File: src/rtl/capture_window_ctrl_if.sv
// rtl/capture_window_ctrl_if.sv - saved-sample valid/ack handshake between the measurement sequencer and the loop filter
interface capture_window_ctrl_if #(
  parameter int SEQ_WIDTH = 8
) ();

  // Producer holds sample_valid until the consumer raises sample_ack.
  logic                 sample_valid;
  logic [SEQ_WIDTH-1:0] sample_seq;
  logic                 sample_ack;

  // Sequencer side.
  modport master (
    output sample_valid,
    output sample_seq,
    input  sample_ack
  );

  // Loop-filter side.
  modport slave (
    input  sample_valid,
    input  sample_seq,
    output sample_ack
  );

endinterface

File: src/rtl/capture_window_ctrl.sv
// rtl/capture_window_ctrl.sv - ADPLL frequency-measurement window sequencer (clear, count, save, present)
module capture_window_ctrl #(
  parameter int WIN_WIDTH   = 8,
  parameter int CLR_TIMEOUT = 4,
  parameter int SEQ_WIDTH   = 8
) (
  input  logic                 fpga_clk_i,
  input  logic                 reset_n_i,
  input  logic                 enable_i,
  input  logic                 ref_edge_i,
  input  logic [WIN_WIDTH-1:0] window_len_i,
  input  logic                 counter_cleared_i,
  output logic                 counter_clear_o,
  output logic                 counter_run_o,
  output logic                 save_trigger_o,
  output logic                 clear_err_o,
  capture_window_ctrl_if.master smp
);

  // Measurement phases. Every output is a pure decode of the current phase,
  // so IDLE (the reset phase) drives all pulses low.
  localparam logic [2:0] ST_IDLE     = 3'd0;
  localparam logic [2:0] ST_CLEAR    = 3'd1;
  localparam logic [2:0] ST_WAIT_CLR = 3'd2;
  localparam logic [2:0] ST_ARM      = 3'd3;
  localparam logic [2:0] ST_COUNT    = 3'd4;
  localparam logic [2:0] ST_SAVE     = 3'd5;
  localparam logic [2:0] ST_SETTLE   = 3'd6;
  localparam logic [2:0] ST_VALID    = 3'd7;

  // Timeout counter counts 0..CLR_TIMEOUT-1 while waiting for the clear to land.
  localparam int                   TMO_W    = (CLR_TIMEOUT > 1) ? $clog2(CLR_TIMEOUT) : 1;
  localparam logic [TMO_W-1:0]     TMO_LAST = TMO_W'(CLR_TIMEOUT - 1);
  localparam logic [WIN_WIDTH-1:0] WIN_ONE  = WIN_WIDTH'(1);

  logic [2:0]           state_q;
  logic [2:0]           state_d;
  logic [WIN_WIDTH-1:0] win_cnt_q;
  logic [TMO_W-1:0]     tmo_q;
  logic [SEQ_WIDTH-1:0] seq_q;
  logic                 err_q;

  logic arm_edge;
  logic cnt_edge;
  logic clr_timeout;
  logic sample_accept;
  logic [WIN_WIDTH-1:0] win_load;

  // A dropped enable aborts the window before the save, so edges only
  // count while enable is still high.
  assign arm_edge      = (state_q == ST_ARM)   && enable_i && ref_edge_i;
  assign cnt_edge      = (state_q == ST_COUNT) && enable_i && ref_edge_i;
  assign clr_timeout   = (state_q == ST_WAIT_CLR) && enable_i &&
                         !counter_cleared_i && (tmo_q == TMO_LAST);
  assign sample_accept = (state_q == ST_VALID) && smp.sample_ack;

  // A zero window length would never close, so it behaves like a single edge.
  assign win_load = (window_len_i == '0) ? WIN_ONE : window_len_i;

  // Next-phase selection; enable only aborts phases before the save is issued.
  always_comb begin
    state_d = state_q;
    unique case (state_q)
      ST_IDLE: begin
        if (enable_i) state_d = ST_CLEAR;
      end
      ST_CLEAR: begin
        state_d = enable_i ? ST_WAIT_CLR : ST_IDLE;
      end
      ST_WAIT_CLR: begin
        if (!enable_i)              state_d = ST_IDLE;
        else if (counter_cleared_i) state_d = ST_ARM;
        else if (tmo_q == TMO_LAST) state_d = ST_IDLE;
      end
      ST_ARM: begin
        if (!enable_i)       state_d = ST_IDLE;
        else if (ref_edge_i) state_d = ST_COUNT;
      end
      ST_COUNT: begin
        if (!enable_i)                           state_d = ST_IDLE;
        else if (ref_edge_i && win_cnt_q == WIN_ONE) state_d = ST_SAVE;
      end
      ST_SAVE: begin
        state_d = ST_SETTLE;
      end
      ST_SETTLE: begin
        state_d = ST_VALID;
      end
      ST_VALID: begin
        if (smp.sample_ack) state_d = enable_i ? ST_CLEAR : ST_IDLE;
      end
      default: begin
        state_d = ST_IDLE;
      end
    endcase
  end

  // Phase register.
  always_ff @(posedge fpga_clk_i or negedge reset_n_i) begin
    if (!reset_n_i) state_q <= ST_IDLE;
    else            state_q <= state_d;
  end

  // Reference-edge down-counter: window length is captured only on the arming edge.
  always_ff @(posedge fpga_clk_i or negedge reset_n_i) begin
    if (!reset_n_i)    win_cnt_q <= '0;
    else if (arm_edge) win_cnt_q <= win_load;
    else if (cnt_edge) win_cnt_q <= win_cnt_q - WIN_ONE;
  end

  // Clear-confirmation timeout: restarts on every clear pulse, saturates at the last count.
  always_ff @(posedge fpga_clk_i or negedge reset_n_i) begin
    if (!reset_n_i)                                        tmo_q <= '0;
    else if (state_q == ST_CLEAR)                          tmo_q <= '0;
    else if (state_q == ST_WAIT_CLR && tmo_q != TMO_LAST)  tmo_q <= tmo_q + 1'b1;
  end

  // Sample sequence number advances on each accepted sample and wraps naturally.
  always_ff @(posedge fpga_clk_i or negedge reset_n_i) begin
    if (!reset_n_i)         seq_q <= '0;
    else if (sample_accept) seq_q <= seq_q + 1'b1;
  end

  // Sticky clear-failure flag; only reset removes it, retries continue regardless.
  always_ff @(posedge fpga_clk_i or negedge reset_n_i) begin
    if (!reset_n_i)       err_q <= 1'b0;
    else if (clr_timeout) err_q <= 1'b1;
  end

  assign counter_clear_o  = (state_q == ST_CLEAR);
  assign counter_run_o    = (state_q == ST_COUNT);
  assign save_trigger_o   = (state_q == ST_SAVE);
  assign clear_err_o      = err_q;
  assign smp.sample_valid = (state_q == ST_VALID);
  assign smp.sample_seq   = seq_q;

endmodule

File: src/flat_wrapper.sv
// flat-port wrapper written by rule: the top's interface ports become plain ports
module capture_window_ctrl_flat 
#(
  parameter int WIN_WIDTH   = 8,
  parameter int CLR_TIMEOUT = 4,
  parameter int SEQ_WIDTH   = 8
)
  (fpga_clk_i, reset_n_i, enable_i, ref_edge_i, window_len_i, counter_cleared_i, counter_clear_o, counter_run_o, save_trigger_o, clear_err_o, smp_sample_valid, smp_sample_seq, smp_sample_ack);
  capture_window_ctrl_if #(.SEQ_WIDTH(SEQ_WIDTH)) smp_i ();
  input  logic fpga_clk_i;
  input  logic reset_n_i;
  input  logic enable_i;
  input  logic ref_edge_i;
  input  logic [WIN_WIDTH-1:0] window_len_i;
  input  logic counter_cleared_i;
  output logic counter_clear_o;
  output logic counter_run_o;
  output logic save_trigger_o;
  output logic clear_err_o;
  output wire logic [$bits(smp_i.sample_valid)-1:0] smp_sample_valid;
  output wire logic [$bits(smp_i.sample_seq)-1:0] smp_sample_seq;
  input wire logic [$bits(smp_i.sample_ack)-1:0] smp_sample_ack;
  assign smp_sample_valid = smp_i.sample_valid;
  assign smp_sample_seq = smp_i.sample_seq;
  assign smp_i.sample_ack = smp_sample_ack;
  capture_window_ctrl #(.WIN_WIDTH(WIN_WIDTH), .CLR_TIMEOUT(CLR_TIMEOUT), .SEQ_WIDTH(SEQ_WIDTH)) u_core (.fpga_clk_i(fpga_clk_i), .reset_n_i(reset_n_i), .enable_i(enable_i), .ref_edge_i(ref_edge_i), .window_len_i(window_len_i), .counter_cleared_i(counter_cleared_i), .counter_clear_o(counter_clear_o), .counter_run_o(counter_run_o), .save_trigger_o(save_trigger_o), .clear_err_o(clear_err_o), .smp(smp_i));
endmodule
File: config.mk
export PLATFORM = sky130hd
export DESIGN_NAME = capture_window_ctrl_flat
export DESIGN_NICKNAME = d
export VERILOG_FILES = /design/src/rtl/capture_window_ctrl_if.sv /design/src/rtl/capture_window_ctrl.sv /design/src/flat_wrapper.sv
export SDC_FILE = /design/constraint.sdc
export NUM_CORES = 1
export LEC_CHECK = 0
export CAP_MARGIN = 0
export CORE_ASPECT_RATIO = 0.7
export CORE_MARGIN = 2
export CORE_UTILIZATION = 54
export CTS_CLUSTER_DIAMETER = 60
export DETAILED_ROUTE_END_ITERATION = 8
export PLACE_DENSITY = 0.83
export SLEW_MARGIN = 20
export SYNTH_ARGS = -nofsm -noshare
export SYNTH_HDL_FRONTEND = slang
export SYNTH_SLANG_ARGS = --single-unit
File: constraint.sdc
create_clock -name fpga_clk_i -period 4.1 [get_ports fpga_clk_i]
set_input_delay 0.615 -clock fpga_clk_i [delete_from_list [all_inputs] [get_ports fpga_clk_i]]
set_output_delay 0.615 -clock fpga_clk_i [all_outputs]
set_load 0.005 [all_outputs]
==> results of run 1 <==
-- registers in the layout (all words and copies together), names as in the netlist --
name and cells:
u_core.smp.sample_seq 8, u_core.win_cnt_q 8, u_core.state_q 3, u_core.tmo_q 2
u_core.clear_err_o 1
-- layer usage --
layer  vias up  GRT usage  wire length, um
li1        593          -                -
met1       573      0.297             1370
met2        42      0.360             1390
met3         2     0.0520              172
met4         0     0.0261               10
met5         -          0                0
-- area by class of cell --
type                       count  area [um2]
tap                           34        42.5
sequential                    22         551
clock buffer                   3        22.5
clock inverter                 1        30.0
inverter                       6        22.5
timing repair buffer          26         255
fill                         185         753
multi-input combinational    111         744
-- kinds of logic (layout without fill, tap and decap cells) --
kind of cell,count (synthesis),count (layout),share of synthesized area
AND/OR/NAND/NOR,61,61,0.272
AO/OA/AOI/OAI,39,39,0.198
flip-flops,22,22,0.409
buffers and inverters,13,36,0.0390
XOR/XNOR,7,7,0.0455
adder cells (fa/ha/maj),4,4,0.0371
-- power by group through the flow --
stage	sequential [mW]	combinational, mW	clock [mW]
CTS	0.388	0.314	0.171
global placement	0.389	0.302	0
global route	0.411	0.352	0.180
finish	0.392	0.313	0.168
detailed placement	0.392	0.314	0
floorplan	0.339	0.253	0
-- worst max-delay path, stage by stage (launching register included) --
cell             delay (ps)
dfrtp_1                 550
inv_1                   220
nand2_1                 110
nor2_1                  110
clkdlybuf4s50_1         510
-- synth_stat cells, drive strengths merged, types with 3 or more instances --
cell / count
nand4: 4
clkbuf: 4
xnor2: 6
or4: 3
o21ai: 13
buf: 3
and3: 3
nand2: 9
ha: 4
a21oi: 7
nor2: 10
nand3: 5
dfrtp: 22
nor3b: 5
nor3: 5
inv: 6
-- metrics by stage --
stage	instances	utilization	instance area (um2)	worst slack (ps)	total power, mW
final	203	0.689	1670	1680	0.873
after global routing	203	0.689	1670	1550	0.943
after detailed placement	199	0.669	1620	1590	0.706
after global placement	199	0.669	1620	1670	0.691
after floorplan	146	-	1350	2350	0.592
after CTS	203	0.691	1670	1690	0.874
-- how the worst min path moves through the flow --
| stage | slack, ps | cells after the start | to | from |
|---|---|---|---|---|
| global route | 270 | 1 | u_core.smp.sample_seq[2] | reset_n_i |
| detailed placement | 460 | 1 | u_core.smp.sample_seq[7] | u_core.smp.sample_seq[7] |
| finish | 240 | 1 | u_core.win_cnt_q[2] | reset_n_i |
| CTS | 480 | 1 | u_core.smp.sample_seq[7] | u_core.smp.sample_seq[7] |
| floorplan | 320 | 0 | u_core.clear_err_o | reset_n_i |
| global placement | 460 | 1 | u_core.smp.sample_seq[7] | u_core.smp.sample_seq[7] |
==> impl_metrics.env, run 1 <==
export IMPL_outcome="finished, final reports clean"
export IMPL_syn_area_um2=1350
export IMPL_critPathMaxFanout=15
export IMPL_num_rows=15
export IMPL_power_leakage_nw=0.687
export IMPL_synthFlopType="dfrtp_1"
export IMPL_fin_crit_ps=2420
export IMPL_seqPwrFrac=0.449
export IMPL_ys_types=46
export IMPL_clk_latency_ps=310
export IMPL_routabilityCongestion=0.813
export IMPL_grt_usage=0.215
export IMPL_grt_setup_unrepaired="false"
export IMPL_reg2reg_slack_ps=2200
export IMPL_cp_endpoint="counter_run_o"
export IMPL_initialDrtViolationCount=104
export IMPL_rr_endpoint="u_core.state_q[2]"
export IMPL_dp_hpwl_um=2160
export IMPL_irDropWorstVdd_v=0.000269
export IMPL_grt_max_degree=23
export IMPL_cp_startpoint="u_core.state_q[1]"
export IMPL_hp_class="in2async"
export IMPL_dieArea_um2=2920
export IMPL_cp_start_kind="flip-flop"
export IMPL_tightest_slew_ps=517
export IMPL_intPower_mw=0.557
export IMPL_power_density_nw_per_um2=524
export IMPL_avgRoutedWirePerCell_um=14.5
export IMPL_netlist_instances=146
export IMPL_switching_share=0.363
export IMPL_cts_root_buf="clkbuf_4"
export IMPL_avgSynthCellArea_um2=9.23
export IMPL_r2r_cells=6
export IMPL_critPathKind="reg2out"
export IMPL_synthesis_nets=164
export IMPL_cts_hold_buf=0
export IMPL_start_util=0.557
export IMPL_fin_skew_ps=6.14
export IMPL_cts_tree="built"
export IMPL_cts_path_max_buffers=2
export IMPL_switchingPower_mw=0.317
export IMPL_via_per_inst=5.96
export IMPL_synth_seq_cells=22
export IMPL_synthTopCellsByArea="dfrtp_1 (41%), o21ai_0 (4.1%), xnor2_1 (3.9%)"
export IMPL_ys_seq_area_frac=0.409
export IMPL_globalRoute_totalOverflow=0
export IMPL_io_pins=27
export IMPL_ys_warn_count=0
export IMPL_ant_nets=0
export IMPL_first_pass_iters=4
export IMPL_drive_gt1_frac=0.0651
export IMPL_diodes=0
export IMPL_p_comb_frac=0.358
export IMPL_grt_pass1_wl_um=4760
export IMPL_r2r_start="u_core.win_cnt_q[1]"
export IMPL_synth_edf_count=0
export IMPL_cts_resized=0
export IMPL_period_share=0.590
export IMPL_cts_sinks=22
export IMPL_clk_pin_slew_ps=130
export IMPL_yosys_area_top_type="dfrtp_1"
export IMPL_cp_data_arrival_time_ps=1800
export IMPL_required_ps=3480
export IMPL_core_um2=2420
export IMPL_hold_ws_ps=244
export IMPL_final_common_cell="clkdlybuf4s50_1"
export IMPL_die_w_um=63.7
export IMPL_wl_um=2940
export IMPL_synth_top_area_frac=0.409
export IMPL_setup_viol=0
export IMPL_fmax_mhz=413
export IMPL_post_cts_setup_buffers=0
export IMPL_cts_htree_levels=1
export IMPL_route_detailed_drc=0
export IMPL_drv_slew=0
export IMPL_maxSlewHeadroom=0.656
export IMPL_die_y_um=45.8
export IMPL_end_kind="output pin"
export IMPL_layout_common_cells="clkdlybuf4s50_1 (25), dfrtp_1 (22), o21ai_0 (11)"
export IMPL_drv_cap=0
export IMPL_portBuffers=26
export IMPL_area_growth_synth_to_final_pct=23.8
export IMPL_num_vias=1210
export IMPL_hold_viol_final=0
export IMPL_async_flop_share=1.00
export IMPL_final_setup_tns_ps=0
export IMPL_nets=188
export IMPL_pwr_share_clk=0.193
export IMPL_antenna_found_initial=0
export IMPL_grt_pass1_vias=1023
export IMPL_cts_made_buffers=3
No activity file was read; power rests on OpenSTA's default activity.
==> run 2, diff against run 1 <==
- CORE_UTILIZATION: 54 -> 46
- PLACE_DENSITY: 0.83 -> 0.75
- clock period: 4.1 -> 2.1 ns (I/O delays scaled with it)
==> run 2 against run 1 <==
Net effect: largest cell class unchanged; design area rose by 3.0%; clock power rose by 80%; critical path depth did not move; sequential share of layout area fell by 0.82 points; worst hold slack improved by 150 ps; first-iteration DRC count fell by 43%; count of clock-buffer cells in the layout rose by 1; non-clock buffer count rose by 5; clock skew fell by 1.4 ps; total power rose by 97%; combinational power rose by 110%; critical path type unchanged.
==> impl_metrics.env, run 2 (same netlist as run 1, synthesis figures left out) <==
export IMPL_via_per_inst=5.95
export IMPL_required_ps=1780
export IMPL_hp_class="in2async"
export IMPL_cp_data_arrival_time_ps=1640
export IMPL_cts_tree="built"
export IMPL_final_common_cell="clkdlybuf4s50_1"
export IMPL_antenna_found_initial=0
export IMPL_die_y_um=49.3
export IMPL_setup_ws_ps=143
export IMPL_slowest_delay_ps=510
export IMPL_critPathKind="reg2out"
export IMPL_fmax_mhz=511
export IMPL_avgRoutedWirePerCell_um=14.6
export IMPL_tightest_slew_ps=484
export IMPL_end_kind="output pin"
export IMPL_crit_slowest_cell="clkdlybuf4s50_1"
export IMPL_wl_um=3070
export IMPL_grt_usage=0.211
export IMPL_globalRoute_totalOverflow=0
export IMPL_dp_slack_ps=81.8
export IMPL_final_setup_tns_ps=0
export IMPL_drv_slew=0
export IMPL_routabilityCongestion=0.840
export IMPL_grt_pass1_vias=1202
export IMPL_clk_latency_ps=260
export IMPL_cts_made_buffers=3
export IMPL_cts_resized=0
export IMPL_hold_ws_ps=395
export IMPL_portBuffers=26
export IMPL_period_share=0.932
export IMPL_drive_gt1_frac=0.0977
export IMPL_critPathMaxFanout=15
export IMPL_grt_setup_unrepaired="false"
export IMPL_cts_path_max_buffers=2
export IMPL_nets=193
export IMPL_layout_common_cells="clkdlybuf4s50_1 (26), dfrtp_1 (20), o21ai_0 (11)"
export IMPL_num_vias=1250
export IMPL_cts_root_buf="clkbuf_8"
export IMPL_first_pass_iters=4
export IMPL_fin_crit_ps=1960
export IMPL_cts_sinks=22
export IMPL_cp_start_kind="flip-flop"
export IMPL_post_cts_setup_buffers=0
export IMPL_route_detailed_drc=0
export IMPL_outcome="finished, final reports clean"
export IMPL_core_um2=2780
export IMPL_power_density_nw_per_um2=1000
export IMPL_grt_pass1_wl_um=5450
export IMPL_initialDrtViolationCount=59
export IMPL_maxSlewHeadroom=0.672
export IMPL_hold_viol_final=0
export IMPL_dp_hpwl_um=2290
export IMPL_power_leakage_nw=0.709
export IMPL_clk_pin_slew_ps=70
export IMPL_diodes=0
export IMPL_cts_hold_buf=0
export IMPL_start_util=0.484
export IMPL_drv_cap=0
export IMPL_nFillCells=239
export IMPL_finalPower_mw=1.72
export IMPL_io_pins=27
export IMPL_dieArea_um2=3390
export IMPL_path_cells="inv_1, nand2_1, nor2_1, clkdlybuf4s50_1"
export IMPL_die_w_um=68.7
export IMPL_num_rows=16
export IMPL_ant_nets=0
export IMPL_setup_viol=0
export IMPL_cts_htree_levels=1
export IMPL_fin_skew_ps=4.71
export IMPL_irDropWorstVdd_v=0.000630
export IMPL_area_growth_synth_to_final_pct=27.5
export IMPL_grt_max_degree=23
## run 2: path summary, 6_finish.rpt
kind,end,slack [ps],cells past startpoint,from
min in group fpga_clk_i,u_core.smp.sample_seq[7],480,1,u_core.smp.sample_seq[7]
min,u_core.win_cnt_q[6],400,2,reset_n_i
min reg2reg,u_core.smp.sample_seq[7],480,1,u_core.smp.sample_seq[7]
max reg2reg,u_core.state_q[2],180,6,u_core.win_cnt_q[1]
max,counter_run_o,140,4,u_core.state_q[1]
max in group asynchronous,u_core.state_q[1],1460,2,reset_n_i
## run 2: stage by stage
step	cells	utilization	instance area, um2
2_1_floorplan	146	-	1350
3_3_place_gp	206	0.597	1660
3_5_place_dp	206	0.597	1660
4_1_cts	210	0.616	1720
5_1_grt	210	0.617	1720
6_report	210	0.617	1720
## run 2: layout make-up
class	count	area, um2	share of cell area
multi-input combinational	111	744	0.433
sequential	22	553	0.322
timing repair buffer	31	298	0.173
clock buffer	4	55.1	0.0320
tap	36	45.0	0.0262
inverter	6	22.5	0.0131
## run 2: per-layer routing
metal  part of all wire  routed length (um)  up-vias  GRT usage
li1                   -                   -      602          -
met1               0.48                1460      607      0.289
met2               0.45                1400       39      0.322
met3              0.059                 182        2     0.0577
met4             0.0088                  27        0     0.0654
met5                  0                   0        -          0
## run 2: power by group
group / internal, mW / leakage [nW] / switching (mW) / total, mW
clock network: 0.167 / 0.0288 / 0.135 / 0.302
logic: 0.363 / 0.396 / 0.290 / 0.653
registers: 0.553 / 0.284 / 0.209 / 0.762
total: 1.08 / 0.709 / 0.635 / 1.72
## run 2: critical path, delay by kind of cell (launching register included)
kind,cells,cell delay (ps)
and+or+nand+nor,2,210
DFF,1,500
buffers and inverters,2,670
